File: src/rtl/rgbw_pkg.sv
// Shared types and constants for the RGBW frame sequencer: FSM states,
// byte positions within a configuration frame and the default frame length.
package rgbw_pkg;

  typedef enum logic [1:0] {
    ST_IDLE,
    ST_RECV,
    ST_CHECK,
    ST_COMMIT
  } state_t;

  localparam int FRAME_LEN_DEF = 8;
  localparam int NUM_REGS      = 7;

  localparam int IDX_MODE  = 0;
  localparam int IDX_LINT  = 1;
  localparam int IDX_COLOR = 2;
  localparam int IDX_WHITE = 3;
  localparam int IDX_RED   = 4;
  localparam int IDX_GREEN = 5;
  localparam int IDX_BLUE  = 6;
  localparam int IDX_CSUM  = 7;

endpackage

File: src/rtl/rgbw_frame_timer.sv
// Inter-byte watchdog: reloads on every accepted byte, counts down while a
// frame is being received and pulses o_expire on the last allowed cycle.
module rgbw_frame_timer #(
  parameter int TIMEOUT_CYCLES = 4096
) (
  input  logic clk,
  input  logic reset,
  input  logic i_load,
  input  logic i_run,
  output logic o_expire
);

  localparam int CNT_W = $clog2(TIMEOUT_CYCLES + 1);

  logic [CNT_W-1:0] r_cnt;

  // NOTE: sequential state is written with <= so every flop samples the
  // pre-edge values of its neighbours, independent of statement order.
  always_ff @(posedge clk) begin
    if (reset) begin
      r_cnt <= '0;
    end else if (i_load) begin
      r_cnt <= CNT_W'(TIMEOUT_CYCLES);
    end else if (!i_run) begin
      r_cnt <= '0;
    end else if (r_cnt != '0) begin
      r_cnt <= r_cnt - CNT_W'(1);
    end
  end

  // After a load the counter reaches 1 exactly TIMEOUT_CYCLES-1 edges later,
  // so the expiry lands on the edge TIMEOUT_CYCLES after the last byte.
  assign o_expire = i_run && (r_cnt == CNT_W'(1));

endmodule

File: src/rtl/rgbw_frame_sequencer.sv
// Assembles checksummed 8-byte SPI configuration frames, commits the seven
// colour/mode registers atomically and hands each commit to colorGen via req/ack.
module rgbw_frame_sequencer
  import rgbw_pkg::*;
#(
  parameter int FRAME_LEN      = FRAME_LEN_DEF,
  parameter int TIMEOUT_CYCLES = 4096,
  parameter int ERR_CNT_W      = 8
) (
  input  logic                 clk,
  input  logic                 reset,
  input  logic                 cs,
  input  logic                 rdy,
  input  logic [7:0]           data_byte,
  input  logic                 gen_ack,
  output logic [7:0]           mode,
  output logic [7:0]           lint,
  output logic [7:0]           color_idx,
  output logic [7:0]           white,
  output logic [7:0]           red,
  output logic [7:0]           green,
  output logic [7:0]           blue,
  output logic                 cfg_valid,
  output logic                 gen_req,
  output logic                 frame_err,
  output logic [ERR_CNT_W-1:0] err_cnt,
  output logic [3:0]           byte_cnt
);

  state_t r_state;
  state_t w_state_nxt;

  logic [7:0]           r_rx     [NUM_REGS];
  logic [7:0]           r_shadow [NUM_REGS];
  logic [7:0]           r_cfg    [NUM_REGS];
  logic [7:0]           r_sum;
  logic [7:0]           r_csum;
  logic [3:0]           r_byte_cnt;
  logic                 r_cfg_valid;
  logic                 r_gen_req;
  logic                 r_frame_err;
  logic [ERR_CNT_W-1:0] r_err_cnt;
  logic                 r_pending;
  logic                 r_ack_commit;

  logic w_accept;
  logic w_abort;
  logic w_timeout;
  logic w_pass;
  logic w_fail;
  logic w_expire;
  logic w_ack;
  logic w_set_pending;
  logic w_commit;
  logic w_err;
  logic w_last_byte;

  rgbw_frame_timer #(
    .TIMEOUT_CYCLES(TIMEOUT_CYCLES)
  ) u_timer (
    .clk     (clk),
    .reset   (reset),
    .i_load  (w_accept),
    .i_run   (r_state == ST_RECV),
    .o_expire(w_expire)
  );

  assign w_last_byte = (r_byte_cnt == 4'(FRAME_LEN - 1));

  always_ff @(posedge clk) begin
    if (reset) r_state <= ST_IDLE;
    else       r_state <= w_state_nxt;
  end

  // NOTE: every always_comb output gets a default first, so no path can
  // leave a signal unassigned and infer a latch.
  always_comb begin
    w_state_nxt = r_state;
    w_accept    = 1'b0;
    w_abort     = 1'b0;
    w_timeout   = 1'b0;
    w_pass      = 1'b0;
    w_fail      = 1'b0;
    case (r_state)
      ST_IDLE: begin
        if (rdy && !cs) begin
          w_accept    = 1'b1;
          w_state_nxt = ST_RECV;
        end
      end
      ST_RECV: begin
        // Abort beats a same-cycle byte; a byte beats a same-cycle timeout.
        if (cs) begin
          w_abort     = 1'b1;
          w_state_nxt = ST_IDLE;
        end else if (rdy) begin
          w_accept = 1'b1;
          if (w_last_byte) w_state_nxt = ST_CHECK;
        end else if (w_expire) begin
          w_timeout   = 1'b1;
          w_state_nxt = ST_IDLE;
        end
      end
      ST_CHECK: begin
        if (r_sum == r_csum) begin
          w_pass      = 1'b1;
          w_state_nxt = r_gen_req ? ST_IDLE : ST_COMMIT;
        end else begin
          w_fail      = 1'b1;
          w_state_nxt = ST_IDLE;
        end
      end
      ST_COMMIT: w_state_nxt = ST_IDLE;
      default:   w_state_nxt = ST_IDLE;
    endcase
  end

  assign w_ack         = r_gen_req && gen_ack;
  assign w_set_pending = w_pass && r_gen_req;
  assign w_commit      = (r_state == ST_COMMIT) || r_ack_commit;
  assign w_err         = w_abort || w_timeout || w_fail;

  always_ff @(posedge clk) begin
    if (reset) begin
      // NOTE: the byte arrays are small register files with defined reset
      // values, so they are cleared here along with the control state.
      for (int i = 0; i < NUM_REGS; i++) begin
        r_rx[i]     <= 8'h00;
        r_shadow[i] <= 8'h00;
        r_cfg[i]    <= 8'h00;
      end
      r_sum        <= 8'h00;
      r_csum       <= 8'h00;
      r_byte_cnt   <= 4'd0;
      r_cfg_valid  <= 1'b0;
      r_gen_req    <= 1'b0;
      r_frame_err  <= 1'b0;
      r_err_cnt    <= '0;
      r_pending    <= 1'b0;
      r_ack_commit <= 1'b0;
    end else begin
      r_frame_err <= w_err;
      if (w_err && (r_err_cnt != '1)) r_err_cnt <= r_err_cnt + ERR_CNT_W'(1);

      if (w_accept) begin
        if (w_last_byte) begin
          r_csum <= data_byte;
        end else begin
          for (int i = 0; i < NUM_REGS; i++)
            if (r_byte_cnt == 4'(i)) r_rx[i] <= data_byte;
          r_sum <= (r_byte_cnt == 4'd0) ? data_byte : r_sum + data_byte;
        end
        r_byte_cnt <= r_byte_cnt + 4'd1;
      end else if (w_abort || w_timeout || (r_state == ST_CHECK)) begin
        r_byte_cnt <= 4'd0;
      end

      // The receive buffer is separate, so the validated frame stays frozen
      // here until a newer frame passes its checksum.
      if (w_pass) r_shadow <= r_rx;

      r_cfg_valid <= w_commit;
      if (w_commit) r_cfg <= r_shadow;

      if (w_commit)   r_gen_req <= 1'b1;
      else if (w_ack) r_gen_req <= 1'b0;

      if (w_set_pending) r_pending <= 1'b1;
      else if (w_commit) r_pending <= 1'b0;

      // Covers a frame passing CHECK in the very cycle the ack arrives.
      r_ack_commit <= w_ack && (r_pending || w_set_pending);
    end
  end

  assign mode      = r_cfg[IDX_MODE];
  assign lint      = r_cfg[IDX_LINT];
  assign color_idx = r_cfg[IDX_COLOR];
  assign white     = r_cfg[IDX_WHITE];
  assign red       = r_cfg[IDX_RED];
  assign green     = r_cfg[IDX_GREEN];
  assign blue      = r_cfg[IDX_BLUE];
  assign cfg_valid = r_cfg_valid;
  assign gen_req   = r_gen_req;
  assign frame_err = r_frame_err;
  assign err_cnt   = r_err_cnt;
  assign byte_cnt  = r_byte_cnt;

endmodule

File: config.mk
export PLATFORM = sky130hd
export DESIGN_NAME = rgbw_frame_sequencer
export DESIGN_NICKNAME = d
export VERILOG_FILES = /design/src/rtl/rgbw_pkg.sv /design/src/rtl/rgbw_frame_timer.sv /design/src/rtl/rgbw_frame_sequencer.sv
export SDC_FILE = /design/constraint.sdc
export NUM_CORES = 1
export LEC_CHECK = 0
export CORE_AREA = 2 2 187 189
export DETAILED_ROUTE_END_ITERATION = 8
export DIE_AREA = 0 0 189 191
export PLACE_DENSITY = 0.51
export SLEW_MARGIN = 15
export SYNTH_ARGS = -nofsm -noshare
export SYNTH_HDL_FRONTEND = slang
export SYNTH_SLANG_ARGS = --single-unit
export TNS_END_PERCENT = 30
File: constraint.sdc
create_clock -name clk -period 6.25 [get_ports clk]
set_clock_uncertainty 0.1 [all_clocks]
set_input_delay 1.25 -clock clk [delete_from_list [all_inputs] [get_ports clk]]
set_output_delay 1.25 -clock clk [all_outputs]
set_load 0.02 [all_outputs]
---- After elaboration in Yosys (flattened, before gate mapping) ----
Index checks and enable logic that the tools add are counted.
cells by class
  bitwise operators ....................... 2
  multiplexer cells ....................... 32
  reductions and logical operators ........ 29
  equal/unequal tests ..................... 17
  add/sub/neg operators ................... 4
operators by type and width
  kind                                                                  count
  13-bit two-way mux                                                    3
  3-bit AND reduction                                                   8
  1-bit two-way mux                                                     17
  4-bit by 3-bit == test with 1-bit output, second input constant       4
  2-bit two-way mux                                                     7
  13-bit by 1-bit == test with 1-bit output, second input constant      1
  13-bit nonzero test                                                   1
  13-bit by 1-bit subtractor with 13-bit output, second input constant  1
  8-bit by 1-bit adder with 8-bit output, second input constant         1
  8-bit adder                                                           1
  4-bit by 2-bit == test with 1-bit output, second input constant       2
  8-bit == test                                                         1
  4-bit two-way mux                                                     2
  8-bit two-way mux                                                     1
  4-bit != test, second input constant                                  2
  8-bit != test, second input constant                                  1
  2-bit one-hot mux with 4 select lines                                 1
  1-bit logical AND                                                     6
  2-bit nonzero test                                                    3
  1-bit logical OR                                                      5
  4-bit by 1-bit adder with 4-bit output, second input constant         1
  2-bit == test, second input constant                                  2
  4-bit by 1-bit == test with 1-bit output, second input constant       1
  4-bit logical NOT                                                     1
  9 further kinds                                                       11
word-level totals
  bits of input ports ..................... 13
  output and inout bits ................... 71
  bits in registers ....................... 216

---- Longest topological paths before layout ----
Gate-level depths: netlist of the first run.
  word-level depth ........................ 10
  depth in mapped cells ................... 9
  depth with buffers taken out ............ 9

---- Cells and area by module ----
From an unflattened synthesis of the first run, not the netlist that was laid out.
unflattened totals
  cell total of the unflattened synthesis .. 1021
  area, all modules ....................... 8723.4 um2
by module, submodules not included
  module                cells each  area each (um2)  instances
  rgbw_frame_sequencer  942         8030.2           1
  rgbw_frame_timer      79          693.2            1

---- Worst setup path before layout of the first run ----
Ideal clock, no wire load.
  path kind ............................... in2reg
  start ................................... in data_byte[1]
  end ..................................... reg r_sum[6]
  path buffers ............................ 1
  required time ........................... 6.059 ns
  slack ................................... 3.242 ns
  arrival ................................. 2.817 ns
  library setup time ...................... 0.091 ns
  stages .................................. 9
  cell sequence ........................... clkbuf_1 -> inv_1 -> fa_1 -> nor2b_1 -> o21ai_0 -> nand2b_1 -> a311oi_1 -> xor2_1 -> a311oi_1
between the ends
  cells in the longest elaborated chain, start to end .. 2
RTL lines
  element                 RTL line                     source
  start: declaration      rgbw_frame_sequencer.sv:14   input logic [7:0] data_byte,
  8-bit adder             rgbw_frame_sequencer.sv:151  r_sum <= (r_byte_cnt == 4'd0) ? data_byte : r_sum + data_byte;
  8-bit two-way mux       rgbw_frame_sequencer.sv:151
  end signal: assignment  rgbw_frame_sequencer.sv:151
  end: declaration        rgbw_frame_sequencer.sv:36   logic [7:0] r_sum;
Every way passes these cells.
A chain may end at the register's enable or synchronous reset.

---- Worst setup path after layout of the first run ----
  start ................................... in data_byte[0]
  end ..................................... reg r_sum[6]
The elaborated chain is that of the path after synthesis.

==> results of run 1 <==
## per-stage QoR
step	area, sq um	hold slack (ns)	util (%)
6_report	10300	0.348	30.3
5_1_grt	10300	0.367	30.3
4_1_cts	10300	0.352	30.3
3_5_place_dp	9600	0.344	28.1
3_3_place_gp	9600	0.341	28.1
2_1_floorplan	8390	0.332	-
## layer usage
layer | GRT usage (%) | share of wire, % | up-vias
li1 | - | - | 3575
met1 | 16.7 | 50 | 3220
met2 | 19.8 | 44 | 110
met3 | 1.93 | 3.7 | 26
met4 | 3.28 | 1.8 | 0
met5 | 0 | 0 | -
## worst max-delay path, delay by kind of cell
kind                     cells  cell delay (ns)
AND/OR/NAND/NOR              2             0.28
adder cells (fa/ha/maj)      2             0.66
AO/OA/AOI/OAI                3             0.46
XOR/XNOR                     1             0.15
buffers and inverters        2             0.86
## kinds of logic (layout without fill, tap and decap cells)
logic type / count (synthesis) / after routing / share of synthesized area (%)
flip-flops: 216 / 216 / 51.5
AO/OA/AOI/OAI: 223 / 223 / 14.6
adder cells (fa/ha/maj): 16 / 16 / 2.47
multiplexers: 9 / 9 / 1.07
AND/OR/NAND/NOR: 473 / 473 / 24.0
XOR/XNOR: 25 / 25 / 2.61
buffers and inverters: 82 / 137 / 3.68
## layout by cell type (no fill, tap or decap), types with 3 or more instances in the layout
cell,instances
nor4_1,3
nor2b_1,4
clkbuf_1,4
inv_1,10
ha_1,15
or3_1,7
and2_1,3
nand3_1,61
a211oi_1,6
o21ai_0,7
a311oi_1,6
xnor2_1,20
clkdlybuf4s50_1,82
mux2i_1,9
dfxtp_1,216
nor3_1,10
buf_4,7
a21oi_1,186
clkbuf_8,5
nand2b_1,6
xor2_1,5
clkbuf_16,24
o211ai_1,3
nor2_1,48
nand2_1,312
## power groups by stage
| stage | combinational, mW | sequential (mW) | clock, mW |
|---|---|---|---|
| 2_1_floorplan | 0.141 | 1.43 | 0 |
| 5_1_grt | 0.213 | 1.40 | 1.44 |
| 6_report | 0.190 | 1.40 | 1.34 |
| 3_5_place_dp | 0.190 | 1.43 | 0 |
| 3_3_place_gp | 0.188 | 1.43 | 0 |
| 4_1_cts | 0.191 | 1.40 | 1.39 |
## final timing paths
kind | from | end | slack, ns
hold / removal | white[3] | white[3] | 0.35
setup reg to reg | byte_cnt[0] | r_csum[0] | 3.74
setup / recovery | data_byte[0] | r_sum[6] | 2.90
hold reg to reg | white[3] | white[3] | 0.35
## layout make-up
| type | instances | share of cell area (%) |
|---|---|---|
| clock buffers | 33 | 6.62 |
| inverters | 10 | 0.363 |
| flip-flops and latches | 216 | 41.8 |
| well taps | 455 | 5.51 |
| multi-input cells | 746 | 36.6 |
| repair buffers | 90 | 8.56 |
| clock inverters | 4 | 0.545 |
==> impl_metrics.env, run 1 <==
export IMPL_status="complete, no violations"
export IMPL_switching_share_pct=23.1
export IMPL_finalHoldViolCount=0
export IMPL_layout_drive_gt1_share_pct=4.73
export IMPL_syn2layout_area_growth_pct=23.2
export IMPL_dp_hpwl_microns=14400
export IMPL_worstMarginPinSlew_ns=1.10
export IMPL_reg2reg_depth=5
export IMPL_grt_max_degree=96
export IMPL_multi_input_area_sq_um=3780
export IMPL_cts_sinks=216
export IMPL_post_place_ws_ns=2.36
export IMPL_synthArstFlopShare_pct=0
export IMPL_ys_seq_area_share_pct=51.5
export IMPL_endpoint_kind="flip-flop"
export IMPL_layout_min_cycle_time_ns=3.35
export IMPL_clk_path_buf_depth=3
export IMPL_cap_violations=0
export IMPL_holdCritPathClass="reg2reg"
export IMPL_synth_area_leaders="dfxtp_1 52%, nand2_1 14%, a21oi_1 11%"
export IMPL_setup_viol=0
export IMPL_p_clk_share_pct=45.8
export IMPL_groute_usage_overall_pct=12.2
export IMPL_cellInternalPower_mw=2.26
export IMPL_fin_ws_ns=2.90
export IMPL_ys_types=49
export IMPL_yosysWarnings=0
export IMPL_ys_ff_latch=216
export IMPL_peakVddDrop_uv=218
export IMPL_path_cells="clkdlybuf4s50_1 -> ha_1 -> inv_1 -> fa_1 -> nor2b_1 -> o21ai_0 -> nand2b_1 -> a311oi_1 -> xor2_1 -> a311oi_1"
export IMPL_grt_pass1_vias=6754
export IMPL_p_switching_uw=679
export IMPL_p_leak_nw=3.30
export IMPL_critical_path_class="in2reg"
export IMPL_crit_path_max_incr_delay_ns=0.80
export IMPL_cts_setup_buffers=0
export IMPL_finalCritPeriodShare_pct=53.6
export IMPL_vias_per_cell=4.46
export IMPL_drc=0
export IMPL_htree_levels=1
export IMPL_port_buffers=83
export IMPL_synth_top_area_share_pct=51.5
export IMPL_crit_top_cell="a311oi_1"
export IMPL_vias=6931
export IMPL_largestRegisters="r_rx x56, r_shadow x56, u_timer.r_cnt x13"
export IMPL_drtIter0Drc=442
export IMPL_syn_area_sq_um=8390
export IMPL_place_inst=1517
export IMPL_drt_total_wl_microns=22200
export IMPL_antenna_cells=0
export IMPL_start_kind="input port"
export IMPL_syn_inst=1044
export IMPL_fillerInstances=3624
export IMPL_powerDensity_nw_per_um2=284
export IMPL_syn_area_per_cell_sq_um=8.04
export IMPL_rsz0062_at_grt="false"
export IMPL_tns_ns=0
export IMPL_io_pins=84
export IMPL_p_seq_share_pct=47.8
export IMPL_fp_dieH_microns=191
export IMPL_critPathArrivalTime_ns=3.67
export IMPL_fp_dieArea_sq_um=36100
export IMPL_drtAntennaViolNets=0
export IMPL_hold_buffers=0
export IMPL_avgRoutedWirePerCell_microns=14.3
export IMPL_clkSlewWorstSetupHoldPaths_ns=0.06
export IMPL_cts_buffers=24
export IMPL_core_area_sq_um=34100
export IMPL_root_buffer="clkbuf_16"
export IMPL_fin_cells=1554
export IMPL_final_nets=1117
export IMPL_regArea_sq_um=4320
export IMPL_synth_most_common_cell="nand2_1"
export IMPL_start_util_pct=24.6
export IMPL_hold_path_depth=2
export IMPL_cts_tree="yes"
export IMPL_max_slew_margin_pct=26.4
export IMPL_overflow=0
export IMPL_cp_required_ns=6.57
export IMPL_rows=68
export IMPL_synth_edf_count=0
export IMPL_clock_latency_ns=0.51
export IMPL_synth_fp_nets=1073
export IMPL_cp_max_fo=10
export IMPL_place_gp_congestion=0.736
export IMPL_slew_violations=0
export IMPL_cts_repair_resized=0
export IMPL_synth_largest_area_cell="dfxtp_1"
export IMPL_total_power_mw=2.93
export IMPL_synth_common_cells="312 x nand2_1, 216 x dfxtp_1, 187 x a21oi_1"
export IMPL_firstDrtPassIters=5
export IMPL_die_x_microns=189
export IMPL_max_freq_mhz=298
export IMPL_slowest_stage="clkdlybuf4s50_1"
export IMPL_antenna_found_initial=0
export IMPL_grt_first_pass_wirelength_microns=36400
export IMPL_combinationalPowerShare_pct=6.5
export IMPL_synth_ff_type="dfxtp_1"
No activity file was read; power rests on OpenSTA's default activity.
==> inputs of run 2 (changes only) <==
==> constraint.sdc (replaced) <==
create_clock -name clk -period 3.45 [get_ports clk]
set_clock_uncertainty 0.1 [all_clocks]
set_input_delay 0.69 -clock clk [delete_from_list [all_inputs] [get_ports clk]]
set_output_delay 0.69 -clock clk [all_outputs]
set_load 0.02 [all_outputs]
==> run 2 against run 1 <==
Clock power rose by 78%. Sequential cell count did not move. Hold slack better by 0.00067 ns. Clock-buffer cell count grew 2. Sequential share of layout area fell by 0.39 points. First-iteration DRC count is 19% lower. Die area did not move. Wire length down 1.3%. Sequential power increased by 81%. Via count about the same. Combinational power rose by 88%. Largest cell class unchanged. Largest power group unchanged. Highest routed layer unchanged.
==> impl_metrics.env, run 2 (synthesized netlist as in run 1, its figures left out) <==
export IMPL_combinationalPowerShare_pct=6.8
export IMPL_finalHoldViolCount=0
export IMPL_holdCritPathClass="reg2reg"
export IMPL_syn2layout_area_growth_pct=24.3
export IMPL_drc=0
export IMPL_max_freq_mhz=397
export IMPL_antenna_found_initial=0
export IMPL_tns_ns=0
export IMPL_antenna_cells=0
export IMPL_grt_first_pass_wirelength_microns=35900
export IMPL_r2r_end="err_cnt[5]"
export IMPL_final_nets=1130
export IMPL_reg2reg_depth=6
export IMPL_die_x_microns=189
export IMPL_mostFrequentLayoutCells="312 x nand2_1, 216 x dfxtp_1, 186 x a21oi_1"
export IMPL_hold_ws_ns=0.348
export IMPL_p_switching_mw=1.25
export IMPL_drt_total_wl_microns=21900
export IMPL_startpoint="data_byte[1]"
export IMPL_peakVddDrop_uv=312
export IMPL_avgRoutedWirePerCell_microns=14.0
export IMPL_start_kind="input port"
export IMPL_groute_usage_overall_pct=12.0
export IMPL_fp_dieArea_sq_um=36100
export IMPL_cts_buffers=24
export IMPL_grt_max_degree=86
export IMPL_cap_violations=0
export IMPL_clock_latency_ns=0.51
export IMPL_fp_dieH_microns=191
export IMPL_core_area_sq_um=34100
export IMPL_clk_path_buf_depth=3
export IMPL_drtIter0Drc=359
export IMPL_overflow=0
export IMPL_min_from="red[5]"
export IMPL_vias=6932
export IMPL_drtAntennaViolNets=0
export IMPL_cp_required_ns=3.72
export IMPL_endpoint="r_sum[7]"
export IMPL_cp_max_fo=5
export IMPL_dp_hpwl_microns=14200
export IMPL_p_leak_nw=3.36
export IMPL_grt_pass1_vias=6772
export IMPL_setup_viol=0
export IMPL_root_buffer="clkbuf_16"
export IMPL_layout_drive_gt1_share_pct=5.83
export IMPL_finalCritPeriodShare_pct=73.0
export IMPL_largestRegisters="r_rx x56, r_shadow x56, u_timer.r_cnt x13"
export IMPL_status="complete, no violations"
export IMPL_vias_per_cell=4.42
export IMPL_critical_path_class="in2reg"
export IMPL_start_util_pct=24.6
export IMPL_layout_min_cycle_time_ns=2.52
export IMPL_cts_tree="yes"
export IMPL_place_gp_congestion=0.744
export IMPL_switching_share_pct=23.6
export IMPL_r2r_start="u_timer.r_cnt[4]"
export IMPL_p_clk_share_pct=45.2
export IMPL_fillerInstances=3676
export IMPL_cts_sinks=216
export IMPL_firstDrtPassIters=4
export IMPL_max_slew_margin_pct=29.4
export IMPL_mostFrequentLayoutCell="nand2_1"
export IMPL_endpoint_kind="flip-flop"
export IMPL_port_buffers=83
export IMPL_htree_levels=1
export IMPL_rsz0062_at_grt="false"
export IMPL_rows=68
export IMPL_powerDensity_nw_per_um2=507
export IMPL_rrSetupSlack_ns=1.00
export IMPL_io_pins=84
export IMPL_cts_repair_resized=0
export IMPL_cts_setup_buffers=0
export IMPL_critPathArrivalTime_ns=2.79
export IMPL_worstMarginPinSlew_ns=1.06
export IMPL_clkSlewWorstSetupHoldPaths_ns=0.06
export IMPL_cellInternalPower_mw=4.04
export IMPL_p_seq_share_pct=48.0
export IMPL_hold_buffers=0
export IMPL_slew_violations=0
[run 2: cell types whose count changed in the layout (fill, tap and decap cells not counted), sizes merged]
cell and delta:
buf +13, inv +1, clkinvlp +1, clkbuf +2
bufinv -1
[run 2: worst min path at each step]
stage,endpoint,slack (ns),depth (start not counted)
after floorplan,r_shadow[0],0.33,2
after CTS,white[4],0.35,2
after detailed placement,white[4],0.34,2
after global placement,red[3],0.34,2
after global routing,blue[0],0.37,2
final,red[5],0.35,2
[run 2: cell type report]
type | count | area (sq um) | share of cell area (%)
flip-flops and latches | 216 | 4320 | 41.4
clock inverters | 5 | 33.8 | 0.324
multi-input cells | 746 | 3780 | 36.3
clock buffers | 35 | 693 | 6.64
repair buffers | 103 | 995 | 9.53
well taps | 455 | 569 | 5.45
inverters | 10 | 37.5 | 0.360
[run 2: per-stage QoR]
step	area, sq um	setup WS (ns)	util [%]	power, mW	cells
6_report	10400	0.932	30.6	5.29	1570
5_1_grt	10400	0.792	30.6	5.51	1570
4_1_cts	10400	0.935	30.6	5.38	1570
3_5_place_dp	9710	0.413	28.5	2.95	1530
3_3_place_gp	9710	0.430	28.5	2.95	1530
2_1_floorplan	8390	1.00	-	2.85	1044
[run 2: per-layer routing]
metal  global-route usage [%]  up-vias  routed length (microns)  part of all wire, %
met2                     19.7       95                     9730                   44
li1                         -     3602                        -                    -
met4                     3.06        0                      383                  1.7
met5                        0        -                        0                    0
met3                     1.84       30                      853                  3.9
met1                     16.5     3205                    10900                   50
[run 2: critical path, cell delays in order]
cell	delay, ns
clkdlybuf4s50_1	0.51
ha_1	0.35
a21oi_1	0.22
o211ai_1	0.15
o41a_1	0.38
a22o_1	0.20
a311oi_1	0.19
a21oi_1	0.09
[run 2: power groups by stage]
stage	Clock (mW)	Combinational (mW)	Sequential [mW]
after global routing	2.58	0.394	2.54
after CTS	2.48	0.360	2.54
after floorplan	0	0.256	2.59
after global placement	0	0.354	2.59
after detailed placement	0	0.358	2.59
final	2.39	0.357	2.54
